[config.mk]
export PLATFORM = sky130hd
export DESIGN_NAME = spi_norm
export DESIGN_NICKNAME = d
export VERILOG_FILES = /design/src/rtl/spi_norm.sv
export SDC_FILE = /design/constraint.sdc
export NUM_CORES = 1
export LEC_CHECK = 0
export ABC_AREA = 1
export CAP_MARGIN = 20
export CELL_PAD_IN_SITES_DETAIL_PLACEMENT = 0
export CELL_PAD_IN_SITES_GLOBAL_PLACEMENT = 2
export CORE_AREA = 2 2 103 55
export CTS_CLUSTER_SIZE = 30
export DETAILED_ROUTE_END_ITERATION = 10
export DIE_AREA = 0 0 105 57
export GPL_TIMING_DRIVEN = 0
export PLACE_DENSITY = 0.92
export SLEW_MARGIN = 20
export SYNTH_ARGS = -nofsm -noshare
export SYNTH_HDL_FRONTEND = slang
export SYNTH_SLANG_ARGS = --single-unit
export TNS_END_PERCENT = 20
[constraint.sdc]
create_clock -name CLK -period 3 [get_ports CLK]
set_input_delay 0.75 -clock CLK [delete_from_list [all_inputs] [get_ports CLK]]
set_output_delay 0.75 -clock CLK [all_outputs]
set_load 0.1 [all_outputs]
[src/rtl/spi_norm.sv]
// Byte-wide SPI master, mode 0, single chip select; MSB first by default.
// Define SPI_NORM_LSB_FIRST_EN to send and capture LSB first instead.
module spi_norm #(
   parameter int DIV_FREQ_BY = 4
) (
   input  logic       CLK,
   input  logic       RESET,
   input  logic [7:0] data,
   input  logic       load_data,
   input  logic       miso,
   output logic       mosi,
   output logic       cs,
   output logic       sck,
   output logic       busy,
   output logic [7:0] received_data
);

   localparam int H  = DIV_FREQ_BY / 2;
   localparam int CW = $clog2(H) + 1;
   localparam logic [CW-1:0] H_LAST = CW'(H - 1);

   generate
      if ((DIV_FREQ_BY < 2) || ((DIV_FREQ_BY % 2) != 0)) begin : g_bad_div
         $error("spi_norm: DIV_FREQ_BY must be even and >= 2");
      end
   endgenerate

   typedef enum logic [1:0] {IDLE, SHIFT, TAIL} state_t;

   state_t        state;
   logic [CW-1:0] cnt;
   logic [2:0]    bit_cnt;
   logic [7:0]    tx;
   logic [7:0]    rx;
   logic [7:0]    tx_shifted;
   logic [7:0]    rx_shifted;

   // mosi is a tap of the tx register; zero fill leaves it low once all 8 bits are out
`ifdef SPI_NORM_LSB_FIRST_EN
   assign mosi       = tx[0];
   assign tx_shifted = {1'b0, tx[7:1]};
   assign rx_shifted = {miso, rx[7:1]};
`else
   assign mosi       = tx[7];
   assign tx_shifted = {tx[6:0], 1'b0};
   assign rx_shifted = {rx[6:0], miso};
`endif

   always_ff @(posedge CLK) begin
      if (!RESET) begin
         state         <= IDLE;
         cnt           <= '0;
         bit_cnt       <= '0;
         tx            <= '0;
         rx            <= '0;
         cs            <= 1'b1;
         sck           <= 1'b0;
         busy          <= 1'b0;
         received_data <= '0;
      end else begin
         case (state)
            IDLE: begin
               if (load_data) begin
                  tx      <= data;
                  rx      <= '0;
                  cnt     <= '0;
                  bit_cnt <= '0;
                  cs      <= 1'b0;
                  sck     <= 1'b0;
                  busy    <= 1'b1;
                  state   <= SHIFT;
               end
            end
            SHIFT: begin
               if (cnt == H_LAST) begin
                  cnt <= '0;
                  sck <= ~sck;
                  if (!sck) begin
                     rx <= rx_shifted;
                  end else begin
                     // falling edge: advance to the next bit, or leave after the 8th
                     tx      <= tx_shifted;
                     bit_cnt <= bit_cnt + 3'd1;
                     if (bit_cnt == 3'd7) begin
                        tx    <= '0;
                        state <= TAIL;
                     end
                  end
               end else begin
                  cnt <= cnt + CW'(1);
               end
            end
            TAIL: begin
               if (cnt == H_LAST) begin
                  cnt           <= '0;
                  cs            <= 1'b1;
                  busy          <= 1'b0;
                  received_data <= rx;
                  state         <= IDLE;
               end else begin
                  cnt <= cnt + CW'(1);
               end
            end
            default: begin
               state <= IDLE;
               cs    <= 1'b1;
               sck   <= 1'b0;
               busy  <= 1'b0;
               tx    <= '0;
            end
         endcase
      end
   end

endmodule

; Word-level counts from Yosys, hierarchy flattened
; Index checks and enable logic that the tools add are counted.
[word_totals]
inputBits = 12
word_cells = 66
ff_bits = 34
mem_count = 0
output_inout_bits = 12
ram_bits = 0
romBits = 0
latchBits = 0
[op_classes]
bitwise_logic = 3
div_mod_pow = 0
n_mul = 0
shifts = 0
n_lt_le_gt_ge = 0
add_sub_neg = 2
eq_ne = 10
n_mux = 30
n_reduce_logical = 12
[op_table]
columns = op, n
row1 = 8-bit two-way mux, 7
row2 = 8-bit one-hot mux with 3 select lines, 1
row3 = 8-bit one-hot mux with 2 select lines, 1
row4 = 2-bit two-way mux, 7
row5 = 2-bit != test (second input constant), 6
row6 = 4-bit AND reduction, 3
row7 = 3-bit two-way mux, 3
row8 = 1-bit one-hot mux with 3 select lines, 3
row9 = 2-bit one-hot mux with 3 select lines, 1
row10 = 3-bit one-hot mux with 2 select lines, 1
row11 = 3-bit AND reduction, 2
row12 = 1-bit two-way mux, 5
row13 = 5-bit AND reduction, 1
row14 = 2-bit by 1-bit == test with 1-bit output (second input constant), 2
row15 = 2-bit one-hot mux with 2 select lines, 1
row16 = 2-bit AND reduction, 2
row17 = 2-bit nonzero test, 2
row18 = 3-bit by 1-bit adder with 3-bit output (second input constant), 1
row19 = 3-bit == test (second input constant), 1
row20 = 1-bit inverter, 3
row21 = 2-bit by 1-bit adder with 2-bit output (second input constant), 1
row22 = 2-bit == test (second input constant), 1
row23 = 2-bit logical NOT, 1
row24 = 2-bit OR reduction, 1

; Depth between registers and ports, before layout
; Gate-level depths: netlist of run 1.
[logic_depth]
ltp_word = 5
mapped_depth = 9

; Least setup slack after synthesis of run 1
; Ideal clock, no wire load.
[synth_timing]
path_kind = register -> register
start = reg sck
end = reg tx[2]
arrival_time_ps = 1651
setup_ps = 113
stages_incl_launch_ff = 7
setup_slack_ps = 1236
t_required_ps = 2887
synth_period_minus_slack_ps = 1764
cell_sequence = dfxtp_1 -> inv_2 -> nand2_4 -> nand4_4 -> buf_6 -> nor2_1 -> nor2_1
[synth_between]
elab_chain_len = 2
[synth_rtl]
columns = item, line_no
row1 = "start, declared", 13  ; output logic sck,
row2 = "start signal, assigned", 77  ; sck <= ~sck;
row3 = 2-bit != test (no line), -
row4 = 4-bit AND reduction (no line), -
row5 = "end signal, assigned", 64  ; tx <= data;
row6 = "end signal, assigned", 82  ; tx <= tx_shifted;
row7 = "end, declared", 33  ; logic [7:0] tx;
; No other way between the ends.
; A chain may end at the register's enable or synchronous reset.

; Worst setup path after layout of run 1
[layout_timing]
start = reg sck
end = out sck
; No word-level cell between the ends.

==> results of run 1 <==
## final cells by class
class,count,area [sq um],area share
Multi-Input combinational cell,153,759,0.377
Sequential cell,34,681,0.337
Timing Repair Buffer,23,230,0.114
Clock buffer,8,110,0.0546
Tap cell,73,91.3,0.0453
Inverter,22,82.6,0.0409
Buffer,8,62.6,0.0310
## state kept, by name, summed over array words and instances (netlist names)
signal         count
received_data      8
rx                 8
tx                 8
bit_cnt            3
cnt                2
state              2
busy               1
cs                 1
sck                1
## cell families (layout without fill, tap and decap cells)
| group | count (synthesis) | in the layout | share of synthesized area |
|---|---|---|---|
| AND/OR/NAND/NOR | 115 | 115 | 0.335 |
| AO/OA/AOI/OAI | 33 | 33 | 0.104 |
| adder cells (fa/ha/maj) | 5 | 5 | 0.0395 |
| flip-flops | 34 | 34 | 0.429 |
| buffers and inverters | 30 | 61 | 0.0915 |
## Yosys cell counts (all sizes together)
master,instances,share of area
nand2,61,0.16
dfxtp,34,0.43
nor2,28,0.071
inv,22,0.052
a21oi,21,0.066
nand3,14,0.047
nand4,12,0.057
o21ai,12,0.038
buf,7,0.031
ha,5,0.039
clkbuf,1,0.0087
## metrics by stage
stage          worst slack, ns  instances  utilization  hold WS (ns)  instance area [sq um]
2_1_floorplan             1.24        217            -         0.434                   1590
3_3_place_gp             0.632        313        0.368         0.449                   1910
3_5_place_dp             0.644        313        0.368         0.451                   1910
4_1_cts                  0.331        321        0.389         0.461                   2020
5_1_grt                  0.299        321        0.389         0.486                   2020
6_report                 0.338        321        0.389         0.455                   2020
## power groups by stage
stage	Combinational (W)	Sequential, W	Clock [W]
after detailed placement	0.000989	0.000578	0
final	0.000994	0.000569	0.000396
after CTS	0.000995	0.000568	0.000410
after global routing	0.00111	0.000579	0.000435
after floorplan	0.000628	0.000725	0
after global placement	0.000992	0.000578	0
## path summary, 6_finish.rpt
path | slack, ns | cells past startpoint | to | start
min reg2reg | 0.45 | 2 | cnt[1] | cnt[1]
min | 0.45 | 2 | cnt[1] | cnt[1]
max | 0.34 | 1 | sck | sck
max reg2reg | 1.50 | 7 | tx[2] | state[0]
## layer usage
layer	GRT usage	vias to the layer above
li1	-	765
met1	0.217	611
met2	0.155	24
met3	0.0469	2
met4	0.0343	0
met5	0	-
==> results.ini, run 1 <==
[cts]
post_cts_buffers=0
root_buffer=clkbuf_8
hold_buffers=0
cts_tree=done
clkTransAtPathRegs_ns=0.07
post_cts_resized=0
clock_latency_ns=0.28
htreeDepth=2
cts_sinks=34
cts.path.max_buffers=2
cts_buffers=5

[sta]
period_needed_ns=2.66
finalHoldViolations=0
clock_skew_ns=0.00552
rsz0062_at_grt=no
fmax_mhz=376
finalMaxSlewViolations=0
slew_headroom=0.351
min_period_over_period=0.887
worst_slew_pin_slew_ns=0.970
finalSetupViolCount=0
fin_tns_setup_ns=0

[final_layout]
antenna_cells=0
final_common_cell=nand2_1
area_delta_synth_final_pct=27.2
final_nets=264
mostFrequentLayoutCells=nand2_1 (57), dfxtp_1 (34), nor2_1 (27)
nFillCells=597
drive_above_1_share=0.109

[worst_hold_path]
hold_path.class=reg2reg

[global_routing]
grt_overflow_total=0
grtUsageTotal=0.133
grt_pass1_vias=1276
grt_start_max_net_pins=11
grt_antenna_before_repair=0
grt_pass1_wl_um=6180

[drt]
met2WireLength_um=1310
vias_per_cell=4.37
drcViolationCount=0
wl_met1_um=2110
wl_met3_um=179
routed.top_layer=met4
wirelength_um=3610
drt_iter0_markers=99
via_count=1402
dr.pass1.iters=4
antenna_left=0
routedWlPerCell_um=11.2

[power_and_ir_drop]
p_comb_frac=0.507
design_power_total_w=0.00196
ir_drop_v=0.000519
power_density_mw_per_mm2=971
switchingPower_w=0.000895
p_int_w=0.00106
power.leakage_nw=0.828
switching_share=0.457
clkPwrFrac=0.202
pwr-share-seq=0.290

[synthesis]
ys_warn_count=0
ys_ff_latch=34
synth_fp_nets=234
syn_avg_cell_area_sq_um=7.31
syn_inst=217
seq_area_frac_synth=0.429
ys_types=20
netlist_area_sq_mm=0.00159

[setup_path]
path_class=reg2out
crit_chain=clkdlybuf4s50_1
critPathArrivalTime_ns=1.91
cp_top_family=buffers and inverters
slowest_delay_ns=1.18
crit_fanout=4
critPathLaunchType=register
crit_path_top_delay_cell=clkdlybuf4s50_1
end_kind=output port
cp.required_ns=2.25
path_buf_inv=1

[floorplanning]
fp-row-count=19
dieWidth_um=105
die_y_um=57
start_util=0.306
fp.dieArea_sq_mm=0.00599
ios=24
coreArea_sq_mm=0.00518

[placed_design]
dp_hpwl_um=2670
portBuffers=23
routabilityCongestion=0.695

[flow_run]
maxCapViolations=0

[outcome]
outcome=finished, final reports clean

(Power assumes the default switching activity.)
==> run 2, diff against run 1 <==
Settings changed: CAP_MARGIN 20 to 0, SLEW_MARGIN 20 to 25.
==> results of run 2 <==
Final layout, timing and power as in run 1 (identical DEF).
